`config.mk`:
```
export PLATFORM = sky130hd
export DESIGN_NAME = thresholding_cfg_loader
export DESIGN_NICKNAME = d
export VERILOG_FILES = /design/src/rtl/thresholding_cfg_loader.sv
export SDC_FILE = /design/constraint.sdc
export NUM_CORES = 1
export LEC_CHECK = 0
export ABC_AREA = 1
export ABC_CLOCK_PERIOD_IN_PS = 3300
export BUFFER_PORTS_ARGS = -buffer_cell sky130_fd_sc_hd__buf_2
export CORE_MARGIN = 10
export CORE_UTILIZATION = 47
export CTS_BUF_LIST = sky130_fd_sc_hd__clkbuf_4
export CTS_CLUSTER_SIZE = 8
export DETAILED_ROUTE_END_ITERATION = 6
export PLACE_DENSITY = 0.9
export SYNTH_ARGS = -nofsm -noshare
export SYNTH_HDL_FRONTEND = slang
export SYNTH_SLANG_ARGS = --single-unit
```
`constraint.sdc`:
```
create_clock -name ap_clk -period 3.3 [get_ports ap_clk]
set_input_delay 0.33 -clock ap_clk [delete_from_list [all_inputs] [get_ports ap_clk]]
set_output_delay 0.33 -clock ap_clk [all_outputs]
set_load 0.05 [all_outputs]
```
`src/rtl/thresholding_cfg_loader.sv`:
```
// Bulk threshold loader for a thresholding kernel cfg port, with host-priority arbitration.
// Optional TLAST framing check: define THRESH_LOADER_TLAST_CHECK_EN.
module thresholding_cfg_loader #(
  parameter  int N   = 8,
  parameter  int WT  = 8,
  parameter  int C   = 1,
  parameter  int PE  = 1,
  localparam int NT  = 2**N - 1,
  localparam int CF  = C / PE,
  localparam int CFB = $clog2(CF),
  localparam int PEB = $clog2(PE),
  localparam int AW  = CFB + PEB + N,
  localparam int DW  = ((WT + 7) / 8) * 8
) (
  input  logic          ap_clk,
  input  logic          ap_rst_n,
  input  logic          ap_start,
  output logic          ap_done,
  output logic          ap_idle,
  output logic          kernel_en,
  input  logic          s_thr_TVALID,
  output logic          s_thr_TREADY,
  input  logic [DW-1:0] s_thr_TDATA,
`ifdef THRESH_LOADER_TLAST_CHECK_EN
  input  logic          s_thr_TLAST,
  output logic          load_err,
`endif
  input  logic          h_en,
  input  logic          h_we,
  input  logic [AW-1:0] h_a,
  input  logic [WT-1:0] h_d,
  output logic          h_rack,
  output logic [WT-1:0] h_q,
  output logic          cfg_en,
  output logic          cfg_we,
  output logic [AW-1:0] cfg_a,
  output logic [WT-1:0] cfg_d,
  input  logic          cfg_rack,
  input  logic [WT-1:0] cfg_q
);

  // state | meaning
  // IDLE  | no threshold set loaded yet, kernel held off
  // LOAD  | accepting stream beats and writing them to cfg
  // DONE  | full set written, kernel enabled; ap_start reloads
  typedef enum logic [1:0] {IDLE, LOAD, DONE} state_t;

  localparam int CHW = (C > 1) ? $clog2(C) : 1;

  state_t         state;
  logic [N-1:0]   t;
  logic [CHW-1:0] ch;
  logic           hs;
  logic           last_beat;
  logic           t_wrap;
  logic [AW-1:0]  ch_hi;
  logic [AW-1:0]  ch_lo;
  logic [AW-1:0]  load_addr;

  assign s_thr_TREADY = (state == LOAD) && !h_en;
  assign hs           = s_thr_TREADY && s_thr_TVALID;
  assign t_wrap       = (t == N'(NT - 1));
  assign last_beat    = t_wrap && (ch == CHW'(C - 1));

  // {ch/PE, ch%PE, t}; zero-width fields fall out because their value is always 0
  always_comb begin
    ch_hi     = AW'(32'(ch) / PE);
    ch_lo     = AW'(32'(ch) % PE);
    load_addr = (ch_hi << (PEB + N)) | (ch_lo << N) | AW'(t);
  end

  // host wins the port outright; the loader just sees TREADY low that cycle
  assign cfg_en = h_en | hs;
  assign cfg_we = h_en ? h_we : hs;
  assign cfg_a  = h_en ? h_a  : load_addr;
  assign cfg_d  = h_en ? h_d  : s_thr_TDATA[WT-1:0];

  assign h_rack = cfg_rack;
  assign h_q    = cfg_q;

  always_ff @(posedge ap_clk or negedge ap_rst_n) begin
    if (!ap_rst_n) begin
      state     <= IDLE;
      t         <= '0;
      ch        <= '0;
      ap_done   <= 1'b0;
      ap_idle   <= 1'b1;
      kernel_en <= 1'b0;
    end else begin
      ap_done <= 1'b0;
      case (state)
        IDLE, DONE: begin
          if (ap_start) begin
            state     <= LOAD;
            t         <= '0;
            ch        <= '0;
            ap_idle   <= 1'b0;
            kernel_en <= 1'b0;
          end
        end
        LOAD: begin
          if (hs) begin
            if (last_beat) begin
              state     <= DONE;
              t         <= '0;
              ch        <= '0;
              ap_done   <= 1'b1;
              ap_idle   <= 1'b1;
              kernel_en <= 1'b1;
            end else if (t_wrap) begin
              t  <= '0;
              ch <= ch + 1'b1;
            end else begin
              t <= t + 1'b1;
            end
          end
        end
        default: begin
          state     <= IDLE;
          ap_idle   <= 1'b1;
          kernel_en <= 1'b0;
        end
      endcase
    end
  end

`ifdef THRESH_LOADER_TLAST_CHECK_EN
  // framing errors are reported but never shorten or extend the count-based load
  always_ff @(posedge ap_clk or negedge ap_rst_n) begin
    if (!ap_rst_n) begin
      load_err <= 1'b0;
    end else if ((state == IDLE || state == DONE) && ap_start) begin
      load_err <= 1'b0;
    end else if (hs && (s_thr_TLAST != last_beat)) begin
      load_err <= 1'b1;
    end
  end
`endif

endmodule

```
==> results of run 1 <==
==> cell type report <==
| class | instances | share of cell area [%] |
|---|---|---|
| multi-input combinational | 123 | 44.39 |
| sequential | 14 | 26.04 |
| timing repair buffer | 52 | 19.65 |
| inverter | 19 | 5.375 |
| tap | 28 | 2.595 |
| clock buffer | 3 | 1.668 |
| clock inverter | 1 | 0.2780 |
==> flip-flops by register name, summed over array words and instances, names as in the netlist <==
| name | count |
|---|---|
| state | 2 |
| load_addr | 8 |
| ap_done | 1 |
| ch | 1 |
| kernel_en | 1 |
| ap_idle | 1 |
==> routing by layer <==
metal | global-route usage (%) | vias to the layer above
li1 | - | 610
met5 | 0 | -
met1 | 13.38 | 476
met3 | 5.475 | 2
met2 | 22.81 | 50
met4 | 4.271 | 0
==> metrics by stage <==
step           hold WS (ns)  cells  setup WS (ns)  util, %  cell area, um2
4_1_cts              0.3544    240          1.493    60.45            1350
2_1_floorplan       0.03441    170          1.197        -            1112
6_report             0.3579    240          1.502    60.45            1350
3_3_place_gp         0.2349    235          1.603    58.82            1314
5_1_grt              0.3589    240          1.407    60.45            1350
3_5_place_dp         0.2395    235          1.572    58.82            1314
==> worst reg2reg max path: stages (launching register included) <==
cell and delay (ns):
dfrtp_1 0.40, inv_1 0.16, ha_1 0.17, inv_1 0.04, nor2_1 0.23, nand2_2 0.18
nand2_1 0.16, nor2_1 0.05, nor2_1 0.08, a21oi_1 0.05
==> report_power, final <==
part / switching (uW) / internal, uW / total (uW)
registers: 50.7 / 220 / 270
clock network: 54.1 / 43.7 / 97.8
logic: 260 / 103 / 363
total: 364 / 366 / 731
==> cell families after synthesis <==
logic type	synth area share (%)
fa+ha+maj	2.249
compound gates	8.887
simple gates	42.75
buf+inv	14.51
flops	31.61
==> how the worst max path moves through the flow <==
| stage | startpoint | endpoint | slack [ns] | cells past startpoint |
|---|---|---|---|---|
| after floorplan | h_en | cfg_a[5] | 1.20 | 3 |
| after global placement | h_en | cfg_en | 1.60 | 5 |
| after detailed placement | h_en | cfg_en | 1.57 | 5 |
| after CTS | state[0]$_DFFE_PN0P_ | cfg_en | 1.49 | 5 |
| after global routing | state[0]$_DFFE_PN0P_ | cfg_en | 1.41 | 5 |
| final | state[0]$_DFFE_PN0P_ | cfg_en | 1.50 | 5 |
==> placed cells by master (no fill, tap or decap), types with 2 or more instances in the layout <==
cell type,synthesis,final
buf_2,2,51
nand2_1,68,68
nand3_1,9,9
o21ai_0,8,8
inv_1,16,16
a21oi_1,4,4
o21ai_2,2,2
nor2_1,13,13
o21ai_1,3,3
nand2_2,2,2
inv_2,2,2
clkbuf_4,0,3
nand4_1,5,5
ha_1,2,2
dfrtp_1,13,13
==> results.json, run 1 <==
{
  "fillers": 210,
  "die_w_um": 68.65,
  "fp.dieH_um": 68.65,
  "routedWlPerCell_um": 12.71,
  "regArea_um2": 351.6,
  "dp.final_hpwl_mm": 2.553,
  "track_usage_pct": 12.88,
  "synthArstFlopShare_pct": 100.0,
  "rsz0062_at_grt": "false",
  "areaGrowthSynthToFinish_pct": 21.37,
  "cts_hold_buffers": 1,
  "drt_pass1_iterations": 4,
  "via_per_inst": 4.742,
  "start_util_pct": 49.80,
  "crit_chain": "inv_2, nor2_8, nand3_4, nand2_1, buf_2",
  "fin_crit_ns": 1.798,
  "n_antenna_cell": 0,
  "synth-edff-count": 0,
  "port_buffers": 51,
  "maxSlewViolCount": 0,
  "r2r-end": "load_addr[6]$_DFFE_PN0P_",
  "cts_buffers": 3,
  "finClkSkew_ns": 0.01086,
  "numClockSinks": 14,
  "clkLatencyLatePin_ns": 0.28,
  "syn-mean-instance-area_um2": 6.543,
  "grt.overflow.total": 0,
  "min_path_cells": 3,
  "power_leakage_uw": 0.0007841,
  "row_count": 17,
  "synthCells": 170,
  "power-per-cell-area_nw_per_um2": 541.1,
  "slowest_delay_ns": 0.49,
  "path_class": "flip-flop to output pin",
  "ff2ff_setup_slack_ns": 1.69,
  "multi_input_area_um2": 599.3,
  "cts-root-buf": "clkbuf_4",
  "r2r_start": "load_addr[0]$_DFFE_PN0P_",
  "wl_mm": 3.050,
  "postRouteAntennaNets": 0,
  "total_power_uw": 730.5,
  "syn_nets": 211,
  "cts_max_path_buffers": 2,
  "first_iter_violations": 37,
  "cts_tree": "done",
  "hp-start": "ap_start",
  "slew_headroom_pct": 76.02,
  "cp-start-kind": "flip-flop",
  "yosysTopAreaCell": "dfrtp_1",
  "irDropWorstVdd_uv": 301.7,
  "ys_seq_elements": 14,
  "yosysMostFrequentCell": "nand2_1",
  "grt_pass1_wl_mm": 4.781,
  "ys_top_cells_by_count": "68 x nand2_1, 16 x inv_1, 13 x dfrtp_1, 13 x nor2_1",
  "grt_max_degree": 27,
  "arrival_ns": 1.47,
  "globalplace.congestion": 0.9233,
  "worstMarginPinSlew_ns": 0.3597,
  "endpoint_kind": "output pin",
  "setup_violations": 0,
  "holdPathEnd": "state[0]$_DFFE_PN0P_",
  "cap_violations": 0,
  "cts_setup_buffers": 0,
  "synth_flop_cell": "dfrtp_1",
  "vias": 1138,
  "path_buf_inv": 2,
  "met2WireLength_mm": 1.357,
  "wl_met1_mm": 1.124,
  "yosysTopAreaCellShare_pct": 29.25,
  "top_layer": "met4",
  "crit_path_top_delay_cell": "dfrtp_1",
  "clkSlewWorstSetupHoldPaths_ns": 0.09,
  "max_clock_freq_mhz": 556.2,
  "grt_pass1_vias": 1119,
  "ios": 70,
  "hp-class": "input port to flip-flop",
  "post-route-period-util_pct": 54.48,
  "status": "finished, final reports clean",
  "core_area_um2": 2233,
  "ys_warn_count": 0,
  "hold_viol": 0,
  "netlist_area_um2": 1112,
  "die_area_um2": 4713,
  "cts_resized": 0,
  "worst_ep_required_time_ns": 2.97,
  "crit_fanout": 7,
  "nNetsFinal": 254,
  "finalSetupTns_ns": 0,
  "antenna_found_initial": 0,
  "drive_gt1_share_pct": 32.08,
  "drc": 0,
  "synthTopCellsByArea": "dfrtp_1 29%, nand2_1 23%, buf_4 6.1%",
  "netlist-cell-type-count": 25,
  "crit_family": "flip-flops",
  "ctsHtreeMaxLevel": 1,
  "rr_worst_depth": 9,
  "wl_met3_um": 549,
  "yosysSeqAreaShare_pct": 31.61
}
Power figures use the tool's default switching activity.
==> run 2: changes to the inputs <==
ABC_CLOCK_PERIOD_IN_PS = 1690   (was 3300)
CORE_UTILIZATION = 44   (was 47)
PLACE_DENSITY = 0.85   (was 0.9)
clock period = 1.69 ns   (was 3.3 ns; I/O delays follow)
==> results.json, run 2 (synthesis results as in run 1) <==
{
  "ios": 70,
  "largest_register_ffs": 8,
  "routedWlPerCell_um": 12.12,
  "vias": 1168,
  "crit_chain": "inv_2, nor2_8, nand3_4, nand2_1, buf_2",
  "endpoint_kind": "output pin",
  "crit_path_top_delay_cell": "dfrtp_2",
  "cts_buffers": 3,
  "antenna_found_initial": 0,
  "slew_headroom_pct": 74.20,
  "finClkSkew_ns": 0.0009185,
  "start_util_pct": 45.31,
  "port_buffers": 51,
  "cts_tree": "done",
  "post-route-period-util_pct": 93.47,
  "grt_max_degree": 26,
  "cp-start-kind": "flip-flop",
  "combPwrFrac_pct": 49.7,
  "finalSetupTns_ns": 0,
  "areaGrowthSynthToFinish_pct": 22.61,
  "worstMarginPinSlew_ns": 0.3865,
  "r2r_start": "load_addr[0]$_DFFE_PN0P_",
  "arrival_ns": 1.41,
  "hp-start": "ap_start",
  "grt.overflow.total": 0,
  "power_leakage_uw": 0.0007880,
  "p_sw_share_pct": 49.58,
  "first_iter_violations": 40,
  "path_class": "flip-flop to output pin",
  "maxSlewViolCount": 0,
  "globalplace.congestion": 0.9632,
  "final_cell_mix": "67 x nand2_1, 51 x buf_2, 16 x inv_1, 13 x nor2_1, 12 x dfrtp_1",
  "fp.dieH_um": 70.28,
  "clkSlewWorstSetupHoldPaths_ns": 0.08,
  "cap_violations": 0,
  "grt_pass1_wl_mm": 5.147,
  "hp-class": "input port to flip-flop",
  "slowest_delay_ns": 0.44,
  "multi_input_area_um2": 601.8,
  "nNetsFinal": 255,
  "numClockSinks": 14,
  "power-per-cell-area_nw_per_um2": 1046,
  "max_clock_freq_mhz": 633.1,
  "grt_pass1_vias": 1157,
  "worst_ep_required_time_ns": 1.52,
  "drive_gt1_share_pct": 33.33,
  "cts_max_path_buffers": 2,
  "cts_setup_buffers": 0,
  "core_area_um2": 2455,
  "n_antenna_cell": 0,
  "crit_family": "flip-flops",
  "fin_crit_ns": 1.580,
  "final_area_um2": 1364,
  "path_buf_inv": 2,
  "hold_viol": 0,
  "dp.final_hpwl_mm": 2.415,
  "rsz0062_at_grt": "false",
  "ctsHtreeMaxLevel": 1,
  "holdWs_ns": 0.2009,
  "drc": 0,
  "regArea_um2": 352.8,
  "via_per_inst": 4.807,
  "crit_fanout": 7,
  "p_clk_share_pct": 13.4,
  "setup_violations": 0,
  "p_seq_share_pct": 36.9,
  "setup.worst_path.start": "state[0]$_DFFE_PN0P_",
  "dpl_cell_area_um2": 1324,
  "postRouteAntennaNets": 0,
  "clkLatencyLatePin_ns": 0.27,
  "cts-root-buf": "clkbuf_4",
  "postLayoutCoreUtil_pct": 55.56,
  "die_area_um2": 4939,
  "final_common_cell": "nand2_1",
  "track_usage_pct": 11.95,
  "drt_pass1_iterations": 4,
  "p_int_uw": 719.1,
  "p_switching_uw": 707.1,
  "status": "finished, final reports clean",
  "wl_mm": 2.944,
  "ff2ff_setup_slack_ns": 0.18,
  "row_count": 18,
  "irDropWorstVdd_uv": 725.9,
  "die_w_um": 70.28,
  "fillers": 243
}
==> run 2: tightest hold or removal path, stage by stage <==
cell	delay, ns
buf_2	0.08
nor2_1	0.05
o22ai_1	0.13
==> run 2: area by class of cell <==
cell class                      count  share of cell area (%)
Sequential cell                    14                   25.87
Clock buffer                        3                   1.651
Clock inverter                      1                  0.2752
Tap cell                           30                   2.752
Timing Repair Buffer               53                   20.00
Multi-Input combinational cell    123                   44.13
Inverter                           19                   5.321
==> run 2: worst paths after layout <==
path / to / cells past startpoint
max in group asynchronous: ap_idle$_DFFE_PN1P_ / 2
min: state[0]$_DFFE_PN0P_ / 3
min in group asynchronous: ap_done$_DFF_PN0_ / 2
max reg2reg: state[0]$_DFFE_PN0P_ / 7
min reg2reg: ap_idle$_DFFE_PN1P_ / 2
max: cfg_en / 5
==> run 2: layer usage <==
layer / GRT usage (%) / up-vias / share of wire (%)
li1: - / 611 / -
met1: 14.51 / 499 / 45
met2: 18.96 / 54 / 42
met3: 4.944 / 4 / 13
met4: 2.851 / 0 / 0.71
met5: 0 / - / 0
==> run 2: metrics by stage <==
| step | total power, uW | setup WS [ns] | std cells |
|---|---|---|---|
| finish | 1426 | 0.1104 | 243 |
| floorplan | 1123 | -0.09102 | 170 |
| global route | 1542 | 0.002305 | 243 |
| detailed placement | 1242 | 0.1797 | 238 |
| CTS | 1437 | 0.04683 | 243 |
| global placement | 1230 | 0.2127 | 238 |
==> run 2: timing repair <==
item / in CTS / in global routing
hold buffers: 1 / 0
resized for setup: 0 / 2
endpoints found under the hold margin: 13 / 0
setup endpoints to repair: 0 / 3
==> run 2: power groups by stage <==
stage,clock (uW),sequential (uW),combinational (uW)
after floorplan,0,539,584
after global placement,0,527,703
after detailed placement,0,531,712
after CTS,197,524,716
after global routing,214,543,785
final,192,526,709
==> run 3: changes to the inputs <==
==> constraint.sdc (replaced) <==
create_clock -name ap_clk -period 1.69 [get_ports ap_clk]
set_input_delay 0.2535 -clock ap_clk [delete_from_list [all_inputs] [get_ports ap_clk]]
set_output_delay 0.2535 -clock ap_clk [all_outputs]
set_load 0.05 [all_outputs]
==> results.json, run 3 (synthesis results as in run 1) <==
{
  "crit_fanout": 6,
  "grt_pass1_wl_mm": 4.912,
  "vias": 1185,
  "first_iter_violations": 73,
  "clkSlewWorstSetupHoldPaths_ns": 0.08,
  "drive_gt1_share_pct": 33.49,
  "crit_chain": "inv_2, nor2_8, nand3_4, nand2_1, clkbuf_4",
  "rr_worst_depth": 9,
  "final_common_cell": "nand2_1",
  "drc": 0,
  "min_path_cells": 3,
  "maxSlewViolCount": 0,
  "worst_ep_required_time_ns": 1.44,
  "fp.dieH_um": 70.28,
  "cp-start-kind": "flip-flop",
  "fin_crit_ns": 1.614,
  "fillers": 227,
  "wl_mm": 3.036,
  "cts_max_path_buffers": 2,
  "clkLatencyLatePin_ns": 0.28,
  "post-route-period-util_pct": 95.50,
  "path_buf_inv": 2,
  "path_class": "flip-flop to output pin",
  "multi_input_area_um2": 599.3,
  "dp.final_hpwl_mm": 2.413,
  "nNetsFinal": 257,
  "endpoint_kind": "output pin",
  "cts-root-buf": "clkbuf_4",
  "final_cells": 245,
  "hp-start": "ap_start",
  "ctsHtreeMaxLevel": 1,
  "grt.overflow.total": 0,
  "slew_headroom_pct": 74.16,
  "antenna_found_initial": 0,
  "final_cell_mix": "68 x nand2_1, 48 x buf_2, 16 x inv_1, 13 x nor2_1, 12 x dfrtp_1",
  "finClkSkew_ns": 0.004721,
  "regArea_um2": 352.8,
  "hp-class": "input port to flip-flop",
  "cts_buffers": 3,
  "worstMarginPinSlew_ns": 0.3872,
  "dpl_cell_area_um2": 1324,
  "start_util_pct": 45.31,
  "arrival_ns": 1.36,
  "cap_violations": 0,
  "track_usage_pct": 11.79,
  "largest_register_ffs": 8,
  "grt_pass1_vias": 1052,
  "ios": 70,
  "crit_path_top_delay_cell": "dfrtp_2",
  "n_antenna_cell": 0,
  "globalplace.congestion": 1.010,
  "cts_tree": "done",
  "status": "finished, final reports clean",
  "core_area_um2": 2455,
  "setup_violations": 0,
  "final_area_um2": 1384,
  "die_w_um": 70.28,
  "max_clock_freq_mhz": 619.6,
  "row_count": 18,
  "dp_cells": 238,
  "holdPathEnd": "state[0]$_DFFE_PN0P_",
  "rsz0062_at_grt": "false",
  "power_leakage_uw": 0.0007994,
  "via_per_inst": 4.837,
  "irDropWorstVdd_uv": 664.8,
  "die_area_um2": 4939,
  "hold_viol": 0,
  "port_buffers": 51,
  "crit_family": "flip-flops",
  "areaGrowthSynthToFinish_pct": 24.41,
  "ff2ff_setup_slack_ns": 0.16,
  "power-per-cell-area_nw_per_um2": 1042,
  "drt_pass1_iterations": 4,
  "numClockSinks": 14,
  "r2r-end": "load_addr[6]$_DFFE_PN0P_",
  "postRouteAntennaNets": 0,
  "routedWlPerCell_um": 12.39,
  "r2r_start": "load_addr[0]$_DFFE_PN0P_",
  "grt_max_degree": 26,
  "slowest_delay_ns": 0.42
}
-- run 3: tightest hold or removal path, delay by kind of cell --
kind / cells / cell delay [ns]
AOI/OAI and AO/OA: 1 / 0.13
buffers and inverters: 1 / 0.08
and+or+nand+nor: 1 / 0.05
-- run 3: worst max-delay path by stage --
stage	endpoint	cells past startpoint	from	slack, ns
5_1_grt	cfg_en	5	state[0]$_DFFE_PN0P_	0.003
4_1_cts	cfg_we	5	state[0]$_DFFE_PN0P_	0.03
2_1_floorplan	cfg_a[5]	3	h_en	-0.26
3_3_place_gp	load_addr[6]$_DFFE_PN0P_	9	load_addr[0]$_DFFE_PN0P_	0.22
3_5_place_dp	load_addr[6]$_DFFE_PN0P_	9	load_addr[0]$_DFFE_PN0P_	0.18
6_report	cfg_en	5	state[0]$_DFFE_PN0P_	0.08
-- run 3: repair_timing --
item | CTS | global route
endpoints found under the setup margin | 2 | 3
endpoints found under the hold margin | 13 | 0
buffers inserted | 0 | 2
gates resized for setup | 1 | 5
hold buffers | 1 | 0
-- run 3: layout make-up --
type / count / share of cell area [%]
multi-input combinational: 123 / 43.31
tap: 30 / 2.712
sequential: 14 / 25.50
clock inverter: 1 / 0.2712
clock buffer: 3 / 1.627
timing repair buffer: 55 / 21.34
inverter: 19 / 5.244
-- run 3: metrics by stage --
step	setup TNS, ns	hold WS [ns]	utilization, %	setup WS, ns	power (uW)
2_1_floorplan	-0.9292	-0.04209	-	-0.2600	1123
3_3_place_gp	0	0.1688	53.92	0.2245	1231
3_5_place_dp	0	0.1682	53.92	0.1756	1242
4_1_cts	0	0.2842	55.45	0.02831	1437
5_1_grt	0	0.2895	56.37	0.002911	1552
6_report	0	0.2921	56.37	0.07600	1441
-- run 3: per-layer routing --
layer | share of wire, % | track usage, % | wire [um] | vias to the layer above
met3 | 11 | 5.932 | 333 | 2
li1 | - | - | - | 616
met5 | 0 | 0 | 0 | -
met2 | 44 | 17.27 | 1321 | 62
met1 | 45 | 14.70 | 1373 | 505
met4 | 0.26 | 3.289 | 8 | 0
-- run 3: power breakdown --
group / total (uW) / switching, uW / leakage [uW] / internal, uW
Clock: 194 / 109 / 0.0000154 / 85.5
Sequential: 525 / 95.9 / 0.000179 / 429
Combinational: 722 / 511 / 0.000605 / 211
Total: 1440 / 716 / 0.000799 / 726
